$ cat src/rtl/gda_vl_adder_pkg.sv
// Shared types, constants and parameter legality check for the GDA adder.
package gda_pkg;

    typedef enum logic [1:0] {
        IDLE = 2'd0,
        HOLD = 2'd1,
        CORR = 2'd2
    } gda_state_e;

    localparam logic MODE_APPROX   = 1'b0;
    localparam logic MODE_ACCURATE = 1'b1;

    // Operand width and lookback must both be whole numbers of sub-adder blocks.
    function automatic bit params_ok(input int n, input int blk, input int pred);
        return (blk > 0) && (n > 0) && (n % blk == 0) && (pred % blk == 0)
               && (pred > 0) && (pred <= n);
    endfunction

endpackage

$ cat src/rtl/gda_vl_adder_if.sv
// Operand/result stream of the GDA adder with valid/ready on both sides.
interface gda_vl_adder_if #(
    parameter int N = 16
);
    logic         in_valid_i;
    logic         in_ready_o;
    logic [N-1:0] in1_i;
    logic [N-1:0] in2_i;
    logic         mode_i;
    logic         out_valid_o;
    logic         out_ready_i;
    logic [N:0]   res_o;
    logic         err_o;
    logic         corr_o;

    modport master (
        output in_valid_i, in1_i, in2_i, mode_i, out_ready_i,
        input  in_ready_o, out_valid_o, res_o, err_o, corr_o
    );

    modport slave (
        input  in_valid_i, in1_i, in2_i, mode_i, out_ready_i,
        output in_ready_o, out_valid_o, res_o, err_o, corr_o
    );
endinterface

$ cat src/rtl/gda_vl_adder_core.sv
// Combinational GDA datapath: block-wise approximate sum, exact sum, error flag.
module gda_core #(
    parameter int N    = 16,
    parameter int BLK  = 4,
    parameter int PRED = 4
) (
    input  logic [N-1:0] a_i,
    input  logic [N-1:0] b_i,
    output logic [N:0]   approx_o,
    output logic [N:0]   exact_o,
    output logic         err_o
);
    localparam int NB = N / BLK;

    logic [N-1:0]  sum_blk;
    logic [NB-1:0] cout;

    for (genvar k = 0; k < NB; k++) begin : g_blk
        localparam int HI = k * BLK;
        localparam int LO = (HI > PRED) ? HI - PRED : 0;
        logic         cin;
        logic [BLK:0] bsum;

        if (k == 0) begin : g_first
            assign cin = 1'b0;
        end else begin : g_pred
            // Carry-in guessed from the PRED bits just below, added with carry-in 0.
            logic [HI-LO:0] psum;
            assign psum = {1'b0, a_i[HI-1:LO]} + {1'b0, b_i[HI-1:LO]};
            assign cin  = psum[HI-LO];
        end

        assign bsum = {1'b0, a_i[HI +: BLK]} + {1'b0, b_i[HI +: BLK]} + {{BLK{1'b0}}, cin};
        assign sum_blk[HI +: BLK] = bsum[BLK-1:0];
        assign cout[k] = bsum[BLK];
    end

    assign approx_o = {cout[NB-1], sum_blk};
    assign exact_o  = {1'b0, a_i} + {1'b0, b_i};
    assign err_o    = (approx_o != exact_o);

endmodule

$ cat src/rtl/gda_vl_adder.sv
// GDA adder top: accept/hold/correct FSM, output registers, error counter.
module gda_vl_adder
    import gda_pkg::*;
#(
    parameter int N     = 16,
    parameter int BLK   = 4,
    parameter int PRED  = 4,
    parameter int CNT_W = 16
) (
    input  logic             clk,
    input  logic             rst_n,
    gda_vl_adder_if.slave    bus,
    output logic [CNT_W-1:0] err_cnt_o,
    input  logic             err_clr_i
);
    if (!params_ok(N, BLK, PRED)) begin : g_param_err
        $error("gda_vl_adder: illegal N/BLK/PRED combination");
    end

    gda_state_e       state_q, state_d;
    logic [N:0]       res_q, res_d;
    logic [N:0]       exact_q, exact_d;
    logic             err_q, err_d;
    logic             corr_q, corr_d;
    logic [CNT_W-1:0] cnt_q, cnt_d;

    logic [N:0] approx, exact;
    logic       beat_err;
    logic       in_ready;
    logic       accept;

    gda_core #(
        .N    (N),
        .BLK  (BLK),
        .PRED (PRED)
    ) u_core (
        .a_i      (bus.in1_i),
        .b_i      (bus.in2_i),
        .approx_o (approx),
        .exact_o  (exact),
        .err_o    (beat_err)
    );

    assign in_ready = (state_q == IDLE) | ((state_q == HOLD) & bus.out_ready_i);
    assign accept   = bus.in_valid_i & in_ready;

    // Next state and output-register loads for accept, correction and handshake.
    always_comb begin
        state_d = state_q;
        res_d   = res_q;
        exact_d = exact_q;
        err_d   = err_q;
        corr_d  = corr_q;
        case (state_q)
            IDLE, HOLD: begin
                if (accept) begin
                    res_d   = approx;
                    exact_d = exact;
                    err_d   = beat_err;
                    corr_d  = 1'b0;
                    state_d = (bus.mode_i == MODE_ACCURATE && beat_err) ? CORR : HOLD;
                end else if (state_q == HOLD && bus.out_ready_i) begin
                    state_d = IDLE;
                end
            end
            CORR: begin
                res_d   = exact_q;
                err_d   = 1'b1;
                corr_d  = 1'b1;
                state_d = HOLD;
            end
            default: state_d = IDLE;
        endcase
    end

    // Saturating error counter; clear takes priority over a same-cycle increment.
    always_comb begin
        cnt_d = cnt_q;
        if (err_clr_i) begin
            cnt_d = '0;
        end else if (accept && beat_err && cnt_q != '1) begin
            cnt_d = cnt_q + CNT_W'(1);
        end
    end

    // State and output registers.
    always_ff @(posedge clk or negedge rst_n) begin
        if (!rst_n) begin
            state_q <= IDLE;
            res_q   <= '0;
            exact_q <= '0;
            err_q   <= 1'b0;
            corr_q  <= 1'b0;
            cnt_q   <= '0;
        end else begin
            state_q <= state_d;
            res_q   <= res_d;
            exact_q <= exact_d;
            err_q   <= err_d;
            corr_q  <= corr_d;
            cnt_q   <= cnt_d;
        end
    end

    assign bus.in_ready_o  = in_ready;
    assign bus.out_valid_o = (state_q == HOLD);
    assign bus.res_o       = res_q;
    assign bus.err_o       = err_q;
    assign bus.corr_o      = corr_q;
    assign err_cnt_o       = cnt_q;

endmodule

$ cat src/flat_wrapper.sv
// flat-port wrapper written by rule: the top's interface ports become plain ports
module gda_vl_adder_flat import gda_pkg::*;
#(
    parameter int N     = 16,
    parameter int BLK   = 4,
    parameter int PRED  = 4,
    parameter int CNT_W = 16
)
  (clk, rst_n, err_cnt_o, err_clr_i, bus_in_valid_i, bus_in1_i, bus_in2_i, bus_mode_i, bus_out_ready_i, bus_in_ready_o, bus_out_valid_o, bus_res_o, bus_err_o, bus_corr_o);
  gda_vl_adder_if #(.N(N)) bus_i ();
  input  logic clk;
  input  logic rst_n;
  output logic [CNT_W-1:0] err_cnt_o;
  input  logic err_clr_i;
  input wire logic [$bits(bus_i.in_valid_i)-1:0] bus_in_valid_i;
  input wire logic [$bits(bus_i.in1_i)-1:0] bus_in1_i;
  input wire logic [$bits(bus_i.in2_i)-1:0] bus_in2_i;
  input wire logic [$bits(bus_i.mode_i)-1:0] bus_mode_i;
  input wire logic [$bits(bus_i.out_ready_i)-1:0] bus_out_ready_i;
  output wire logic [$bits(bus_i.in_ready_o)-1:0] bus_in_ready_o;
  output wire logic [$bits(bus_i.out_valid_o)-1:0] bus_out_valid_o;
  output wire logic [$bits(bus_i.res_o)-1:0] bus_res_o;
  output wire logic [$bits(bus_i.err_o)-1:0] bus_err_o;
  output wire logic [$bits(bus_i.corr_o)-1:0] bus_corr_o;
  assign bus_i.in_valid_i = bus_in_valid_i;
  assign bus_i.in1_i = bus_in1_i;
  assign bus_i.in2_i = bus_in2_i;
  assign bus_i.mode_i = bus_mode_i;
  assign bus_i.out_ready_i = bus_out_ready_i;
  assign bus_in_ready_o = bus_i.in_ready_o;
  assign bus_out_valid_o = bus_i.out_valid_o;
  assign bus_res_o = bus_i.res_o;
  assign bus_err_o = bus_i.err_o;
  assign bus_corr_o = bus_i.corr_o;
  gda_vl_adder #(.N(N), .BLK(BLK), .PRED(PRED), .CNT_W(CNT_W)) u_core (.clk(clk), .rst_n(rst_n), .bus(bus_i), .err_cnt_o(err_cnt_o), .err_clr_i(err_clr_i));
endmodule
$ cat config.mk
export PLATFORM = sky130hd
export DESIGN_NAME = gda_vl_adder_flat
export DESIGN_NICKNAME = d
export VERILOG_FILES = /design/src/rtl/gda_vl_adder_pkg.sv /design/src/rtl/gda_vl_adder_if.sv /design/src/rtl/gda_vl_adder_core.sv /design/src/rtl/gda_vl_adder.sv /design/src/flat_wrapper.sv
export SDC_FILE = /design/constraint.sdc
export NUM_CORES = 1
export LEC_CHECK = 0
export ABC_AREA = 1
export BUFFER_PORTS_ARGS = -buffer_cell sky130_fd_sc_hd__buf_2
export CAP_MARGIN = 20
export CORE_UTILIZATION = 55
export DETAILED_ROUTE_END_ITERATION = 10
export GPL_ROUTABILITY_DRIVEN = 1
export HOLD_SLACK_MARGIN = 0.05
export PLACE_DENSITY = 0.88
export REMOVE_ABC_BUFFERS = 1
export SYNTH_ARGS = -nofsm -noshare
export SYNTH_HDL_FRONTEND = slang
export SYNTH_HIERARCHICAL = 1
export SYNTH_SLANG_ARGS = --single-unit
export TNS_END_PERCENT = 20
$ cat constraint.sdc
create_clock -name clk -period 4.75 [get_ports clk]
set_clock_uncertainty 0.2 [all_clocks]
set_input_delay 0.95 -clock clk [delete_from_list [all_inputs] [get_ports clk]]
set_output_delay 0.95 -clock clk [all_outputs]
set_load 0.005 [all_outputs]
### Yosys cells after proc, flatten, opt, wreduce, memory -nomap -nowiden

Index checks and enable logic that the tools add are counted.

* add/sub/neg operators: 9
* $mul: 0
* div/mod/pow operators: 0
* magnitude comparators: 0
* equal/unequal tests: 6
* shifts and indexed selects: 0
* mux-type cells: 12
* bitwise logic cells: 3
* reduce and logical (&&, ||, !) cells: 10

Operators by type and width (count)
* 17-bit case mux with 2 select lines: 1
* 16-bit 2-to-1 mux: 2
* 4-bit by 4-bit adder with 5-bit output: 4
* 16-bit by 16-bit adder with 17-bit output: 1
* 17-bit 2-to-1 mux: 1
* 17-bit != test: 1
* 16-bit by 1-bit adder with 16-bit output (second input constant): 1
* 16-bit != test (second input constant): 1
* 4-bit by 1-bit adder with 4-bit output: 2
* 2-bit 2-to-1 mux: 3
* 5-bit by 1-bit adder with 5-bit output: 1
* 1-bit logical AND: 4
* 1-bit case mux with 2 select lines: 2
* 2-bit case mux with 2 select lines: 1
* 2-bit AND reduction: 2
* 2-bit nonzero test: 2
* 3-bit by 2-bit != test with 1-bit output (second input constant): 1
* 1-bit AND: 2
* 2-bit by 1-bit equality test with 1-bit output (second input constant): 1
* 2-bit equality test (second input constant): 1
* 2-bit zero test: 1
* 1-bit 2-to-1 mux: 2
* 2-bit by 1-bit != test with 1-bit output (second input constant): 1
* 2-bit OR reduction: 1
* 1-bit OR: 1

* register bits after elaboration: 54
* bits in latches: 0
* RAM bits: 0
* ROM bits: 0
* logic and storage cells: 46
* memories kept: 0

### Longest topological paths before layout

* depth after elaboration: 8
* depth in mapped cells: 23
* gate-level depth less buffers: 23

### By module

Netlist, hierarchy kept.

Modules (own cells, without submodules)
* gda_vl_adder: times used 1, cells each 292, area each 2591.2 um2
* gda_core: times used 1, cells each 297, area each 1604.0 um2

### Least setup slack after synthesis

OpenSTA, ideal clock, no wires.

* path type: input -> register
* from: in bus_in1_i[8]
* to: reg u_core.cnt_q[12] (netlist: u_core/err_cnt_o[12])
* library setup time: 0.118 ns
* arrival time: 3.638 ns
* required time: 4.432 ns
* slack: 0.794 ns
* stages on the path: 19
* buffers on the path: 1
* cells stage by stage: ha_1 > inv_1 > fa_1 > o21ai_0 > inv_1 > fa_1 > fa_1 > nand3b_1 > nand2_1 > inv_1 > nand2_1 > nor2_1 > nand3_1 > nand3_2 > nor2_4 > nor2_4 > buf_6 > nand2_1 > nand2_1

* longest elaborated chain between the ends: 6
* elaborated cells between the ends (all ways): 8
* those cells by class: add/sub: 4; eq/ne: 1; reduce/logical: 3

Ends and longest elaborated chain
* from (decl): line flat_wrapper.sv:16 `input wire logic [$bits(bus_i.in1_i)-1:0] bus_in1_i;`
* 4-bit by 4-bit adder with 5-bit output: line gda_vl_adder_core.sv:29 `assign psum = {1'b0, a_i[HI-1:LO]} + {1'b0, b_i[HI-1:LO]};`
* 5-bit by 1-bit adder with 5-bit output or 4-bit by 1-bit adder with 4-bit output (tied branches): line gda_vl_adder_core.sv:33 `assign bsum = {1'b0, a_i[HI +: BLK]} + {1'b0, b_i[HI +: BLK]} + {{BLK{1'b0}}, cin};`
* 17-bit != test (*): line gda_vl_adder_core.sv:40 `assign err_o = (approx_o != exact_o);`
* net u_core.beat_err: line gda_vl_adder.sv:28 `logic beat_err;`
* 1-bit logical AND (*) (2 in a row): line gda_vl_adder.sv:81 `end else if (accept && beat_err && cnt_q != '1) begin`
* 2-bit nonzero test (no source line) (*)
* to (signal assigned): line gda_vl_adder.sv:101 `cnt_q <= cnt_d;`
* to (decl): line gda_vl_adder.sv:25 `logic [CNT_W-1:0] cnt_q, cnt_d;`

The timed path passes the listed nets; every way through them passes the cells marked *.
A chain may end at the register's enable or synchronous reset.

### Final worst setup path

* from: in bus_in1_i[8]
* to: reg u_core.cnt_q[7] (netlist: u_core/err_cnt_o[7])

Same word-level chain as after synthesis.

==> key figures <==
Clocking
  – TritonCTS clock tree: done
  – CTS root buffer: clkbuf_8
  – Reg clk slew, reported paths: 0.10 ns
  – Post-CTS resize count: 0
  – CTS max path bufs: 2
  – CTS sink cnt: 54
  – Hold buffers post-CTS: 0
  – Worst-Skew Late Latency: 0.32 ns
  – CTS buffer count: 5
  – Post-CTS Setup Bufs: 0
  – Level count of the clock H-tree: 2

Setup path
  – Slowest-stage cell, CP: fa_1
  – R2R depth: 6
  – Critical path required time: 4.77 ns
  – R2R Path Start: u_core/state_q[0]$_DFFE_PN0P_
  – Most used cell, CP: nand2_1
  – CP Cell Sequence: buf_2 -> ha_1 -> inv_1 -> fa_1 -> o21ai_0 -> inv_1 -> fa_1 -> fa_1 -> nand3b_1 -> nand2_1 -> inv_1 -> nand2_1 -> nor2_1 -> nand3_1 -> nand3_2 -> nor2_4 -> nor2_4 -> nand2_1 -> nand2_1
  – Setup crit start kind: input port
  – Worst Path Max Fanout: 16
  – Flop-to-flop setup slack: 2.29 ns
  – Crit path arrival time: 4.22 ns
  – Crit end category: register
  – R2R Path End: u_core/bus.corr_o$_DFFE_PN0P_
  – CP peak stage delay: 0.44 ns
  – Critical path type: in2reg

Hold path
  – Hold depth: 2
  – Hold path endpoint: u_core/bus.res_o[2]$_DFFE_PN0P_
  – Hold_sp: u_core/bus.res_o[2]$_DFFE_PN0P_
  – HP Class: reg2reg

Drt
  – Total iterations of the first detailed-routing run: 5
  – DRT iter0 DRCs: 296
  – Drt total wl: 10100 µm
  – Drt drc: 0
  – Post-DR vias/cell: 5.481
  – Final ANT Viol Nets: 0
  – WL/cell: 13.37 µm
  – Routed via count: 4138

GRT
  – Initial antenna violation count: 0
  – Largest net degree at the start of global routing: 34
  – Vias in the first global route: 3923
  – Total GRT Usage: 27.22%
  – Total gr overflow: 0
  – First-pass GRT wire length: 16860 µm

Power
  – PwrDens: 301.8 nW/µm²
  – Leakage Power: 0.002590 µW
  – Overall Power: 1418 µW
  – Worst VDD drop: 0.0002381 V

Synth
  – Mux cell area share after synthesis: 4.563%
  – Avg Cell Area, Syn: 7.123 µm²
  – Fraction of the mapped netlist area in simple logic gates: 35.79%
  – Main combinational cell family by area after synthesis: simple AND/OR/NAND/NOR gates
  – Synth cell types: 32
  – YS warnings: 6
  – Dominant synthesized flop cell: dfrtp_1
  – Post-Synth XOR/XNOR Area: 3.549%
  – Post-synthesis sequential area ratio: 32.21%
  – Post-synthesis compound-gate area fraction: 5.279%
  – Ranking of synthesized cells by area: dfrtp_1 32%, nand2_1 15%, nand3_1 8.8%
  – Most frequent cell after synthesis: nand2_1
  – Async SR Flop Fraction: 100.0%
  – #FFs+latches synth: 54
  – Synth cell count leaders: 166 x nand2_1, 80 x inv_1, 74 x nand3_1
  – Post-synth EDFFs: 0
  – Synthesized cell area: 4195 µm²
  – Cells after Synth: 589
  – Area share of fa/ha/maj cells after synthesis: 8.649%
  – Synth area leader: dfrtp_1
  – Synth top area share: 32.21%

Placed design
  – Placed cell areas: 4598 µm²
  – Gpl congestion: 0.9015
  – IO Port Bufs: 74
  – DP Wirelength: 7892 µm

STA
  – Least-Margin Pin Slew: 0.6494 ns
  – RSZ-0062 raised after global routing: false
  – Min Hold Slack: 0.2879 ns
  – Fmax: 0.2381 GHz
  – Max-slew violation count: 0
  – Period utilization: 88.42%
  – Fin crit period: 4.200 ns
  – Final-report hold violation count: 0
  – Sum of negative setup slack: 0 ns
  – Final setup viols: 0
  – Worst relative slew slack: 56.60%

Cells and area
  – FILL cells: 631
  – Multi-input gate area: 2426 µm²
  – Fin nets: 719
  – Area growth, synth to finish: 11.96%
  – Seq. cell area: 1351 µm²
  – Antenna cell count: 0
  – Layout Cell Area excl Fill: 4697 µm²
  – Final core utilization: 64.07%
  – Share of cells above drive strength 1: 18.75%

Die
  – Core ar.: 7331 µm²
  – Top Ports: 75
  – Initial core utilization: 57.23%
  – Die X: 89.34 µm
  – Die height: 89.34 µm
  – Cell row count: 31
  – Die ar.: 7981 µm²

Flow run
  – MaxCap Viol Count: 0

Status
  – Outcome: completed
## critical path, delay by kind of cell
kind            cells  cell delay, ns
compound gates      1            0.23
simple gates       10            1.35
buf+inv             4            0.28
fa+ha+maj           4            1.42
## flip-flops by register name, summed over array words and instances (netlist names)
register and flops:
u_core/bus.res_o 17, u_core/bus.corr_o 1, u_core/bus.err_o 1, u_core/exact_q 17, u_core/state_q 2, u_core/err_cnt_o 16
## cells by family (layout without fill, tap and decap cells)
group	Yosys count	count (layout)
compound gates	37	37
xor+xnor	17	17
fa+ha+maj	26	26
buf+inv	100	167
flops	54	54
mux	17	17
simple gates	338	338
## where the power goes
part | switching [µW] | internal (µW)
Combinational | 298 | 218
Sequential | 60.8 | 563
Clock | 157 | 120
## worst max-delay path by stage
| stage | startpoint | endpoint | slack [ns] | cells past startpoint |
|---|---|---|---|---|
| final | bus_in1_i[8] | u_core/err_cnt_o[7]$_DFFE_PN0P_ | 0.55 | 19 |
| after global routing | bus_in1_i[8] | u_core/err_cnt_o[0]$_DFFE_PN0P_ | 0.33 | 19 |
| after CTS | bus_in1_i[8] | u_core/err_cnt_o[6]$_DFFE_PN0P_ | 0.58 | 19 |
| after detailed placement | bus_in1_i[8] | u_core/err_cnt_o[7]$_DFFE_PN0P_ | 0.25 | 19 |
| after global placement | bus_in1_i[8] | u_core/err_cnt_o[11]$_DFFE_PN0P_ | 0.37 | 19 |
| after floorplan | bus_in1_i[8] | u_core/err_cnt_o[12]$_DFFE_PN0P_ | 0.76 | 18 |
## layer usage
metal | global-route usage (%) | routed length (µm) | share of wire (%)
met5 | 0 | 0 | 0
met4 | 12.27 | 259 | 2.6
met3 | 4.155 | 497 | 4.9
met2 | 47.88 | 5083 | 50
met1 | 32.92 | 4255 | 42
## metrics by stage
| step | instances | setup slack (ns) |
|---|---|---|
| 2_1_floorplan | 572 | 0.7624 |
| 6_report | 755 | 0.5500 |
| 4_1_cts | 755 | 0.5849 |
| 3_3_place_gp | 747 | 0.3726 |
| 5_1_grt | 755 | 0.3287 |
| 3_5_place_dp | 747 | 0.2497 |
## layout make-up
cell class	count	share of cell area [%]
sequential	54	28.77
clock inverter	2	0.3463
inverter	83	6.633
clock buffer	6	1.758
multi-input combinational	435	51.65
tap	99	2.637
timing repair buffer	76	8.205
## layout by cell type, fill, tap and decap left out
cell type   synthesis  routed
buf_2               6      74
fa_1                5       5
inv_1              80      80
ha_1               21      21
a21oi_4             1       1
mux2_1              5       5
mux2_2             12      12
xnor2_1             4       4
xor2_1             13      13
inv_6               0       1
nand3_1            74      74
a21oi_2             2       2
nor2_2              4       4
buf_4               7       2
o22ai_1            12      12
nand3b_1            4       4
a21boi_0            1       1
nor2_4              3       3
nand2_4             1       1
dfrtp_1            54      54
inv_2               3       3
nor3_1              1       1
nor2_1             56      56
clkbuf_8            0       6
nand4_1            15      15
o21ai_0            12      12
nand2_1           166     166
nand3_2             3       3
a21oi_1             9       9
nand2_2            10      10
and2_1              1       1
clkinvlp_4          0       1
Note: power is estimated with default switching activity, not from simulation.
